===== config.mk =====
export PLATFORM = sky130hd
export DESIGN_NAME = mem_mpu_regions_flat
export DESIGN_NICKNAME = d
export VERILOG_FILES = /design/src/rtl/mem_mpu_regions_if.sv /design/src/rtl/mem_mpu_regions.sv /design/src/flat_wrapper.sv
export SDC_FILE = /design/constraint.sdc
export NUM_CORES = 1
export LEC_CHECK = 0
export CAP_MARGIN = 20
export CORE_MARGIN = 8
export CORE_UTILIZATION = 55
export CTS_BUF_LIST = sky130_fd_sc_hd__clkbuf_16
export DETAILED_ROUTE_END_ITERATION = 8
export PLACE_DENSITY = 0.79
export SYNTH_ARGS = -nofsm -noshare
export SYNTH_HDL_FRONTEND = slang
export SYNTH_SLANG_ARGS = --single-unit

===== constraint.sdc =====
create_clock -name clk -period 11.2 [get_ports clk]
set_clock_uncertainty 0.2 [all_clocks]
set_input_delay 1.12 -clock clk [delete_from_list [all_inputs] [get_ports clk]]
set_output_delay 1.12 -clock clk [all_outputs]
set_load 0.005 [all_outputs]

===== src/rtl/mem_mpu_regions_if.sv =====
// rtl/mem_mpu_regions_if.sv - CPU/SRAM bus bundle for the memory protection unit
// Purpose: groups the picorv32 native memory port, the SRAM port and the MPU
// status outputs into one bundle.
// Ports (modports):
//   master - CPU + SRAM side: drives cpu_valid/cpu_instr/cpu_addr/cpu_wdata/
//            cpu_wstrb and mem_rdata; observes everything else.
//   slave  - MPU side: drives cpu_ready/cpu_rdata, inform_cpu_wait, interrupt,
//            fault_addr/fault_cause and mem_wen/mem_addr/mem_wdata.
interface mem_mpu_regions_if #(
  parameter int ADDR_WIDTH = 22
);
  logic                  cpu_valid;
  logic                  cpu_instr;
  logic [ADDR_WIDTH-1:0] cpu_addr;
  logic [31:0]           cpu_wdata;
  logic [3:0]            cpu_wstrb;
  logic                  cpu_ready;
  logic [31:0]           cpu_rdata;
  logic                  inform_cpu_wait;
  logic                  interrupt;
  logic [ADDR_WIDTH-1:0] fault_addr;
  logic [1:0]            fault_cause;
  logic [3:0]            mem_wen;
  logic [ADDR_WIDTH-1:0] mem_addr;
  logic [31:0]           mem_wdata;
  logic [31:0]           mem_rdata;

  modport master (
    output cpu_valid, cpu_instr, cpu_addr, cpu_wdata, cpu_wstrb, mem_rdata,
    input  cpu_ready, cpu_rdata, inform_cpu_wait, interrupt, fault_addr,
           fault_cause, mem_wen, mem_addr, mem_wdata
  );

  modport slave (
    input  cpu_valid, cpu_instr, cpu_addr, cpu_wdata, cpu_wstrb, mem_rdata,
    output cpu_ready, cpu_rdata, inform_cpu_wait, interrupt, fault_addr,
           fault_cause, mem_wen, mem_addr, mem_wdata
  );
endinterface


===== src/rtl/mem_mpu_regions.sv =====
// rtl/mem_mpu_regions.sv - region-based memory protection unit for picorv32 SRAM
// Purpose: loads NUM_REGIONS descriptors from SRAM after reset, then checks each
// CPU fetch/read/write against them; permitted accesses go to SRAM, violations
// complete with zero data, pulse interrupt and latch fault_addr/fault_cause.
// Ports:
//   clk    - clock
//   resetn - asynchronous active-low reset
//   bus    - mem_mpu_regions_if.slave (CPU request/response, SRAM port, status)
// Optional feature macro: MPU_CONF_LOCK_EN - writes into the descriptor table
// fault with cause 3 regardless of region permissions.
module mem_mpu_regions #(
  parameter int ADDR_WIDTH  = 22,
  parameter int NUM_REGIONS = 4,
  parameter int CONF_BASE   = 768
) (
  input logic              clk,
  input logic              resetn,
  mem_mpu_regions_if.slave bus
);
  localparam int                    NUM_WORDS   = 2 * NUM_REGIONS;
  localparam logic [5:0]            LAST_CNT    = 6'(NUM_WORDS + 1);
  localparam logic [ADDR_WIDTH-1:0] TABLE_FIRST = ADDR_WIDTH'(CONF_BASE);

  typedef enum logic [2:0] {S_LOAD, S_IDLE, S_ACCESS, S_RESP, S_FAULT} state_t;

  state_t                state_q, state_d;
  logic [5:0]            cnt_q, cnt_d;
  logic [ADDR_WIDTH-1:0] base_q  [NUM_REGIONS];
  logic [ADDR_WIDTH-1:0] base_d  [NUM_REGIONS];
  logic [ADDR_WIDTH-1:0] limit_q [NUM_REGIONS];
  logic [ADDR_WIDTH-1:0] limit_d [NUM_REGIONS];
  logic [3:0]            flags_q [NUM_REGIONS];  // {X, W, R, enable} = word1[31:28]
  logic [3:0]            flags_d [NUM_REGIONS];
  logic [ADDR_WIDTH-1:0] req_addr_q, req_addr_d;
  logic [1:0]            req_cause_q, req_cause_d;
  logic                  ready_q, ready_d;
  logic [31:0]           rdata_q, rdata_d;
  logic                  wait_q, wait_d;
  logic                  intr_q, intr_d;
  logic [ADDR_WIDTH-1:0] fault_addr_q, fault_addr_d;
  logic [1:0]            fault_cause_q, fault_cause_d;
  logic [3:0]            mem_wen_q, mem_wen_d;
  logic [ADDR_WIDTH-1:0] mem_addr_q, mem_addr_d;
  logic [31:0]           mem_wdata_q, mem_wdata_d;

  logic       hit;
  logic [3:0] hit_flags;
  logic       perm_ok;
  logic       is_write;
  logic [1:0] check_cause;
  logic [5:0] widx;
  logic       unused_rdata;

  // Table word captured this cycle: data for the address issued two edges ago.
  assign widx         = cnt_q - 6'd2;
  assign unused_rdata = ^bus.mem_rdata;

  // A fetch with stray strobes is still a fetch and never writes.
  assign is_write = !bus.cpu_instr && (bus.cpu_wstrb != 4'b0);

  // Scan from the top so the lowest-index hit is the one left standing.
  always_comb begin
    hit       = 1'b0;
    hit_flags = '0;
    for (int i = NUM_REGIONS - 1; i >= 0; i--) begin
      if (flags_q[i][0] && (bus.cpu_addr >= base_q[i]) && (bus.cpu_addr <= limit_q[i])) begin
        hit       = 1'b1;
        hit_flags = flags_q[i];
      end
    end
  end

  always_comb begin
    if (bus.cpu_instr)  perm_ok = hit_flags[3];
    else if (is_write)  perm_ok = hit_flags[2];
    else                perm_ok = hit_flags[1];
  end

`ifdef MPU_CONF_LOCK_EN
  localparam logic [ADDR_WIDTH-1:0] TABLE_LAST = ADDR_WIDTH'(CONF_BASE + NUM_WORDS - 1);
  logic in_table;
  assign in_table = (bus.cpu_addr >= TABLE_FIRST) && (bus.cpu_addr <= TABLE_LAST);
`endif

  always_comb begin
    check_cause = 2'd0;
    if (!hit)          check_cause = 2'd1;
    else if (!perm_ok) check_cause = 2'd2;
`ifdef MPU_CONF_LOCK_EN
    // Table lock overrides whatever the regions would allow.
    if (is_write && in_table) check_cause = 2'd3;
`endif
  end

  always_comb begin
    state_d       = state_q;
    cnt_d         = cnt_q;
    base_d        = base_q;
    limit_d       = limit_q;
    flags_d       = flags_q;
    req_addr_d    = req_addr_q;
    req_cause_d   = req_cause_q;
    ready_d       = 1'b0;
    rdata_d       = '0;
    wait_d        = wait_q;
    intr_d        = 1'b0;
    fault_addr_d  = fault_addr_q;
    fault_cause_d = fault_cause_q;
    mem_wen_d     = 4'b0;
    mem_addr_d    = mem_addr_q;
    mem_wdata_d   = mem_wdata_q;

    case (state_q)
      S_LOAD: begin
        if (cnt_q < 6'(NUM_WORDS)) mem_addr_d = TABLE_FIRST + ADDR_WIDTH'(cnt_q);
        if (cnt_q >= 6'd2) begin
          for (int i = 0; i < NUM_REGIONS; i++) begin
            if (widx[5:1] == 5'(i)) begin
              if (widx[0]) begin
                limit_d[i] = bus.mem_rdata[ADDR_WIDTH-1:0];
                flags_d[i] = bus.mem_rdata[31:28];
              end else begin
                base_d[i]  = bus.mem_rdata[ADDR_WIDTH-1:0];
              end
            end
          end
        end
        if (cnt_q == LAST_CNT) begin
          state_d = S_IDLE;
          wait_d  = 1'b0;
        end else begin
          cnt_d = cnt_q + 6'd1;
        end
      end
      S_IDLE: begin
        if (bus.cpu_valid) begin
          req_addr_d  = bus.cpu_addr;
          req_cause_d = check_cause;
          if (check_cause == 2'd0) begin
            mem_addr_d  = bus.cpu_addr;
            mem_wdata_d = bus.cpu_wdata;
            mem_wen_d   = is_write ? bus.cpu_wstrb : 4'b0;
            state_d     = S_ACCESS;
          end else begin
            state_d = S_FAULT;
          end
        end
      end
      S_ACCESS: state_d = S_RESP;
      S_RESP: begin
        ready_d = 1'b1;
        rdata_d = bus.mem_rdata;
        state_d = S_IDLE;
      end
      S_FAULT: begin
        ready_d       = 1'b1;
        intr_d        = 1'b1;
        fault_addr_d  = req_addr_q;
        fault_cause_d = req_cause_q;
        state_d       = S_IDLE;
      end
      default: state_d = S_LOAD;
    endcase
  end

  always_ff @(posedge clk or negedge resetn) begin
    if (!resetn) begin
      state_q       <= S_LOAD;
      cnt_q         <= '0;
      for (int i = 0; i < NUM_REGIONS; i++) begin
        base_q[i]  <= '0;
        limit_q[i] <= '0;
        flags_q[i] <= '0;
      end
      req_addr_q    <= '0;
      req_cause_q   <= '0;
      ready_q       <= 1'b0;
      rdata_q       <= '0;
      wait_q        <= 1'b1;
      intr_q        <= 1'b0;
      fault_addr_q  <= '0;
      fault_cause_q <= '0;
      mem_wen_q     <= '0;
      mem_addr_q    <= '0;
      mem_wdata_q   <= '0;
    end else begin
      state_q       <= state_d;
      cnt_q         <= cnt_d;
      base_q        <= base_d;
      limit_q       <= limit_d;
      flags_q       <= flags_d;
      req_addr_q    <= req_addr_d;
      req_cause_q   <= req_cause_d;
      ready_q       <= ready_d;
      rdata_q       <= rdata_d;
      wait_q        <= wait_d;
      intr_q        <= intr_d;
      fault_addr_q  <= fault_addr_d;
      fault_cause_q <= fault_cause_d;
      mem_wen_q     <= mem_wen_d;
      mem_addr_q    <= mem_addr_d;
      mem_wdata_q   <= mem_wdata_d;
    end
  end

  assign bus.cpu_ready       = ready_q;
  assign bus.cpu_rdata       = rdata_q;
  assign bus.inform_cpu_wait = wait_q;
  assign bus.interrupt       = intr_q;
  assign bus.fault_addr      = fault_addr_q;
  assign bus.fault_cause     = fault_cause_q;
  assign bus.mem_wen         = mem_wen_q;
  assign bus.mem_addr        = mem_addr_q;
  assign bus.mem_wdata       = mem_wdata_q;
endmodule


===== src/flat_wrapper.sv =====
// flat-port wrapper written by rule: the top's interface ports become plain ports
module mem_mpu_regions_flat 
#(
  parameter int ADDR_WIDTH  = 22,
  parameter int NUM_REGIONS = 4,
  parameter int CONF_BASE   = 768
)
  (clk, resetn, bus_cpu_valid, bus_cpu_instr, bus_cpu_addr, bus_cpu_wdata, bus_cpu_wstrb, bus_mem_rdata, bus_cpu_ready, bus_cpu_rdata, bus_inform_cpu_wait, bus_interrupt, bus_fault_addr, bus_fault_cause, bus_mem_wen, bus_mem_addr, bus_mem_wdata);
  mem_mpu_regions_if #(.ADDR_WIDTH(ADDR_WIDTH)) bus_i ();
  input logic clk;
  input logic resetn;
  input wire logic [$bits(bus_i.cpu_valid)-1:0] bus_cpu_valid;
  input wire logic [$bits(bus_i.cpu_instr)-1:0] bus_cpu_instr;
  input wire logic [$bits(bus_i.cpu_addr)-1:0] bus_cpu_addr;
  input wire logic [$bits(bus_i.cpu_wdata)-1:0] bus_cpu_wdata;
  input wire logic [$bits(bus_i.cpu_wstrb)-1:0] bus_cpu_wstrb;
  input wire logic [$bits(bus_i.mem_rdata)-1:0] bus_mem_rdata;
  output wire logic [$bits(bus_i.cpu_ready)-1:0] bus_cpu_ready;
  output wire logic [$bits(bus_i.cpu_rdata)-1:0] bus_cpu_rdata;
  output wire logic [$bits(bus_i.inform_cpu_wait)-1:0] bus_inform_cpu_wait;
  output wire logic [$bits(bus_i.interrupt)-1:0] bus_interrupt;
  output wire logic [$bits(bus_i.fault_addr)-1:0] bus_fault_addr;
  output wire logic [$bits(bus_i.fault_cause)-1:0] bus_fault_cause;
  output wire logic [$bits(bus_i.mem_wen)-1:0] bus_mem_wen;
  output wire logic [$bits(bus_i.mem_addr)-1:0] bus_mem_addr;
  output wire logic [$bits(bus_i.mem_wdata)-1:0] bus_mem_wdata;
  assign bus_i.cpu_valid = bus_cpu_valid;
  assign bus_i.cpu_instr = bus_cpu_instr;
  assign bus_i.cpu_addr = bus_cpu_addr;
  assign bus_i.cpu_wdata = bus_cpu_wdata;
  assign bus_i.cpu_wstrb = bus_cpu_wstrb;
  assign bus_i.mem_rdata = bus_mem_rdata;
  assign bus_cpu_ready = bus_i.cpu_ready;
  assign bus_cpu_rdata = bus_i.cpu_rdata;
  assign bus_inform_cpu_wait = bus_i.inform_cpu_wait;
  assign bus_interrupt = bus_i.interrupt;
  assign bus_fault_addr = bus_i.fault_addr;
  assign bus_fault_cause = bus_i.fault_cause;
  assign bus_mem_wen = bus_i.mem_wen;
  assign bus_mem_addr = bus_i.mem_addr;
  assign bus_mem_wdata = bus_i.mem_wdata;
  mem_mpu_regions #(.ADDR_WIDTH(ADDR_WIDTH), .NUM_REGIONS(NUM_REGIONS), .CONF_BASE(CONF_BASE)) u_core (.clk(clk), .resetn(resetn), .bus(bus_i));
endmodule

Word level (Yosys, flattened, before mapping)
Index checks and enable logic that the tools add are counted.

storage, ports and cells
  bits in writable memories = 0
  memories = 0
  latch bits = 0
  bits in registers = 342
  input bits = 94
  bits in read-only memories = 0

operators by class
  divide/modulo/power cells = 0
  add/sub/neg operators = 3
  multiply operators = 0
  reductions and logical operators = 30
  shift operators = 0
  bitwise operators = 2
  order comparisons = 10
  muxes and demuxes = 27
  equal/unequal tests = 12

operators by type and width
  cell                   count
  $ge 22x22->1           4
  $le 22x22->1           4
  $mux 22                3
  $pmux 22 s2            1
  $reduce_and 4->1       9
  $mux 32                1
  $mux 4                 8
  $pmux 3 s4             1
  $add 10x6->11 const A  1
  $eq 5x2->1 const B     2
  $logic_and 1x1->1      9
  $mux 3                 3
  $mux 1                 8
  $reduce_and 2->1       4
  $add 6x1->6 const B    1
  $eq 3x2->1 const B     2
  $eq 6x4->1 const B     1
  $ge 6x2->1 const B     1
  $lt 6x4->1 const B     1
  $ne 2x1->1 const B     3
  $sub 6x2->6 const B    1
  $eq 5x1->1 const B     1
  $logic_not 5->1        1
  $mux 2                 2
  other kinds (11)       12

Depth between registers and ports, before layout
  depth in word-level cells = 15
  mapped depth = 16
  mapped depth without buffers = 13

Worst setup path before layout
No wires, ideal clock.

  kind = input to register
  from = in bus_cpu_addr[12]
  to = reg u_core.mem_wdata_q[27] (netlist: u_core.bus.mem_wdata[27])
  setup slack = 6.836 ns
  library setup time = 0.127 ns
  arrival = 4.036 ns
  data required time = 10.873 ns
  cell stages on the path = 14
  cell sequence = ha_1 -> a21oi_2 -> nand2_1 -> a221oi_2 -> a211oi_1 -> a2bb2oi_1 -> a311oi_2 -> nand3b_1 -> and4_1 -> or4_4 -> a21oi_2 -> buf_6 -> buf_6 -> mux2_1

between the ends
  cells in the longest elaborated chain, start to end = 13

ends and longest elaborated chain
  element                                line                    text
  start: declaration                     flat_wrapper.sv:14      input wire logic [$bits(bus_i.cpu_addr)-1:0] bus_cpu_addr;
  $ge 22x22->1                           mem_mpu_regions.sv:66   if (flags_q[i][0] && (bus.cpu_addr >= base_q[i]) && (bus.cpu_addr <= limit_q[i])) begin
  $logic_and 1x1->1 (2 in a row)         mem_mpu_regions.sv:66
  $mux 4 (4 in a row)                    mem_mpu_regions.sv:66
  $mux 1                                 mem_mpu_regions.sv:75   else if (is_write) perm_ok = hit_flags[2];
  $mux 1                                 mem_mpu_regions.sv:74   if (bus.cpu_instr) perm_ok = hit_flags[3];
  $mux 2                                 mem_mpu_regions.sv:88   else if (!perm_ok) check_cause = 2'd2;
  $mux 2 (*)                             mem_mpu_regions.sv:87   if (!hit) check_cause = 2'd1;
  $logic_not 2->1 (*)                    mem_mpu_regions.sv:139  if (check_cause == 2'd0) begin
  $reduce_and 3->1 (no source line) (*)  --
  end signal: assignment                 mem_mpu_regions.sv:202  mem_wdata_q <= mem_wdata_d;
  end: declaration                       mem_mpu_regions.sv:44   logic [31:0] mem_wdata_q, mem_wdata_d;

Mark *: on every way between the ends. The rest lies on a longest branch, timed or not.
A chain may end at the register's enable or synchronous reset.

Worst setup path after layout
  from = in bus_cpu_addr[7]
  to = reg u_core.mem_wdata_q[16] (netlist: u_core.bus.mem_wdata[16])

The elaborated chain is that of the path after synthesis.

==> run summary <==
The first global-routing pass estimated 70.1 mm of wire. The clock-pin slew on the worst setup and hold paths is 0.06 ns. The register bit total from synthesis is 342. The beginning of the worst hold path is u_core.bus.inform_cpu_wait.

The DRC violations left is 0. The count of inserted antenna diode cells is 0. The largest fanout on the critical path came out at 43. Data arrives at the worst endpoint at 5.95 ns. The clock latency at the later pin of the worst-skew pair is 0.52 ns. The startpoint identified for the worst register-to-register timing path is u_core.base_q[51]. The die area came out at 37000 sq um. Cell internal power was estimated by the tool at 3.64 mW. The fmax came out at 174 MHz.

The core outline area is 30600 sq um. The final period demand of the worst path came out at 5.75 ns. The worst-case clock buffer depth came out at 3. The net count reported at finish came out at 1962. CTS placed an instance of sky130_fd_sc_hd__clkbuf_16 at the clock tree root. The initialized floorplan defines 64 standard-cell rows. Setup repair after global routing left no endpoint under its margin. On the worst path, the slowest cell contributes a delay of 0.92 ns.

The first TritonRoute pass finished after 5 iterations. The min-delay analysis places its worst path in the category flop to flop. After synthesis, the cell types taking the most area are sky130_fd_sc_hd__dfrtp_1 (50%), sky130_fd_sc_hd__mux2_2 (15%), sky130_fd_sc_hd__ha_1 (13%). The die boundary width came out at 192 um.

The global placement routability congestion is 0.864. The buffers inserted during post-CTS setup optimization is 0. The filler cells instantiated in the layout total 2210. For this run, the register share of the synthesized area comes to 50.0%.

VDD sags by at most 0.108 mV. The tree built by TritonCTS fans out to 342 sinks. Traced cell by cell, the critical path runs through clkdlybuf4s50_1 > ha_1 > a21o_1 > nand3_1 > a21oi_1 > a2111oi_0 > a211oi_1 > o22a_1 > a21oi_1 > a21oi_1 > or4_4 > a21oi_4 > buf_4 > mux2_2. In this run the power spent charging and discharging nets is 1.81 mW. Counting stages on the worst path, the most repeated cell is sky130_fd_sc_hd__a21oi_1. In this run the static leakage power is 9.92 nW.

The worst hold path terminates at u_core.bus.inform_cpu_wait. The switching share of total power is 33.3%. The TritonCTS clock tree is yes.

The run finished with clean final reports. The combined area of the multi-input logic cells is 7690 sq um. The per-cell via count in the routed design is 5.68.

The violation count after the first detailed-routing iteration came out at 733. The top flip-flop cell by instance count after synthesis is sky130_fd_sc_hd__dfrtp_1. The number of max-cap violations came out at 0.

The area used by sequential logic in the layout is 8560 sq um. After synthesis, the most frequently instantiated cells are sky130_fd_sc_hd__dfrtp_1 (341), sky130_fd_sc_hd__mux2_2 (228), sky130_fd_sc_hd__inv_1 (187). For this block, the routed nets add up to 44.4 mm of wire. The overall via count from detail_route is 12000. The setup path with the least slack is of type input port to flop. The number of antenna violations at the first check in global routing came to 1.

The worst hold-check slack is 0.283 ns. The global route total overflow came out at 0. The synthesized area divided by synthesized cell count came out at 11.7 sq um. The starting density of the core is 56.0%. The detail route stage leaves a number of antenna-violating nets equal to 0. By instance count, the leading cell after synthesis is sky130_fd_sc_hd__dfrtp_1. The remaining max-slew budget at the tightest pin came out at 26.0%. The count of instances resized after the clock tree is built came out at 0. The number of warnings printed during yosys synthesis came out at 0. The vertical die dimension came out at 192 um. The type of element launching the critical path is an input port. The number of failing hold endpoints at the final stage is 0. The number of max-slew violations in the final report is 0. The number of global-route vias before repair is 12500. The number of buffers inserted by port buffering came out at 210. The number of cells traversed by the worst register-to-register path came out at 14. The critical path endpoint category is a flop. TritonCTS created 38 clock buffers. The detailed placement HPWL is 31.5 mm. Summed over all instances, the cell type with the most area after synthesis is sky130_fd_sc_hd__dfrtp_1. The worst path required time came out at 11.40 ns. The fraction of post-synthesis cell area in the top cell type by area is 49.9%. 211 I/O pins were placed. The fraction of power consumed by sequential logic came out at 38.6%.

For the pin with the worst max-slew slack, the measured transition is 1.08 ns. The number of hold buffers added after CTS came out at 0. After routing, the total negative slack on setup checks comes to 0 ns. The clock network fraction of design power came out at 22.0%. The post-synthesis instance total came out at 1467.

The count of different cell masters after synthesis is 61. The area overhead of the layout relative to synthesis came out at 22.0%. The total number of H-tree levels came out at 2. The final critical-path share of the clock period came out at 51.4%. The capture point of the worst reg-to-reg path is u_core.bus.mem_wdata[16]. The synthesized area is 17100 sq um.

The highest-delay cell along the critical path is sky130_fd_sc_hd__a2111oi_0. The maximum number of pins on one net before global-route repair is 176. The power density over cell area is 261 nW/um^2. Combinational logic burns 39.3% of the power. The total track usage came out at 24.2%. Counting instances, the worst hold path has a depth of 1. The detail-routed net length per standard cell came out at 21.0 um.

The fraction of synthesis flops using an asynchronous set or reset pin came out at 100%. The number of flops mapped to enable cells by yosys is 0. In this run the register-to-register setup slack is 6.55 ns. The number of nets in the synthesized netlist is 1739. The final-report setup violation count is 0. The fraction of final layout cells with drive strength greater than 1 is 18.8%.
## power groups by stage
stage          Clock (mW)  Combinational, mW  Sequential (mW)
2_1_floorplan           0               1.37             2.03
3_3_place_gp            0               2.03             2.09
6_report             1.20               2.15             2.11
4_1_cts              1.23               2.16             2.10
3_5_place_dp            0               2.14             2.12
5_1_grt              1.28               2.39             2.17
## worst max-delay path by stage
stage / start / endpoint
after floorplan: bus_cpu_addr[12] / u_core.bus.mem_wdata[27]
after global placement: bus_cpu_addr[7] / u_core.bus.mem_wdata[13]
after detailed placement: bus_cpu_addr[7] / u_core.bus.mem_wdata[9]
after CTS: bus_cpu_addr[7] / u_core.bus.mem_wdata[16]
after global routing: bus_cpu_addr[7] / u_core.bus.mem_wdata[12]
final: bus_cpu_addr[7] / u_core.bus.mem_wdata[16]
## through the flow
stage          util (%)  setup WS (ns)  area (sq um)  total power, mW  cells
6_report           68.2           5.45         20900             5.45   2113
5_1_grt            68.2           5.27         20900             5.84   2113
4_1_cts            68.2           5.49         20900             5.49   2113
3_5_place_dp       64.3           4.96         19700             4.26   2046
3_3_place_gp       64.3           5.01         19700             4.12   2046
2_1_floorplan         -           6.84         17100             3.40   1467
## sequential cells by signal (all words and copies together), names as in the netlist, 3 cells and up
signal / cells
u_core.bus.mem_addr: 22
u_core.bus.mem_wen: 4
u_core.cnt_q: 6
u_core.state_q: 3
u_core.bus.mem_wdata: 32
u_core.base_q: 88
u_core.limit_q: 88
u_core.flags_q: 16
u_core.bus.fault_addr: 22
u_core.req_addr_q: 22
u_core.bus.cpu_rdata: 32
## placed cells by master (no fill, tap or decap), drive strengths merged, types with 4 or more instances in the layout
cell type,instances
dfrtp,341
nor3,6
nand3b,5
nor4,8
nand2,84
buf,16
a21oi,71
nand2b,6
clkbuf,39
o21ai,80
and2,40
a21o,17
a211oi,14
nand3,16
inv,192
clkdlybuf4s50,209
a22o,15
clkinv,17
a221oi,4
mux2,236
and4,7
nand4,28
ha,178
nor2,24
nor2b,5
and3,4
## per-layer routing
metal	vias to the layer above	GRT usage, %	share of wire, %
met2	366	39.9	47
met4	0	7.64	2.9
met1	5976	31.9	43
met3	77	4.64	7.1
met5	-	0	0
li1	5579	-	-
## cell type report
type / count / area share [%]
Sequential cell: 342 / 41.0
Multi-Input combinational cell: 896 / 36.8
Timing Repair Buffer: 225 / 10.7
Clock buffer: 39 / 4.67
Inverter: 187 / 3.36
Tap cell: 396 / 2.37
Clock inverter: 28 / 1.05
## critical path, delay by kind of cell
family,cells,cell delay [ns]
AOI/OAI and AO/OA,8,2.15
buffers and inverters,2,1.33
and+or+nand+nor,2,0.55
muxes,1,0.40
adders and majority gates,1,0.34
## cells by family after synthesis
family          after synthesis  synth area share (%)
fa+ha+maj                   178                  13.0
simple gates                244                  7.46
flops                       342                  50.0
xor+xnor                      4                 0.205
compound gates              231                  8.29
buf+inv                     229                  5.23
mux                         239                  15.8
Power figures use the tool's default switching activity.
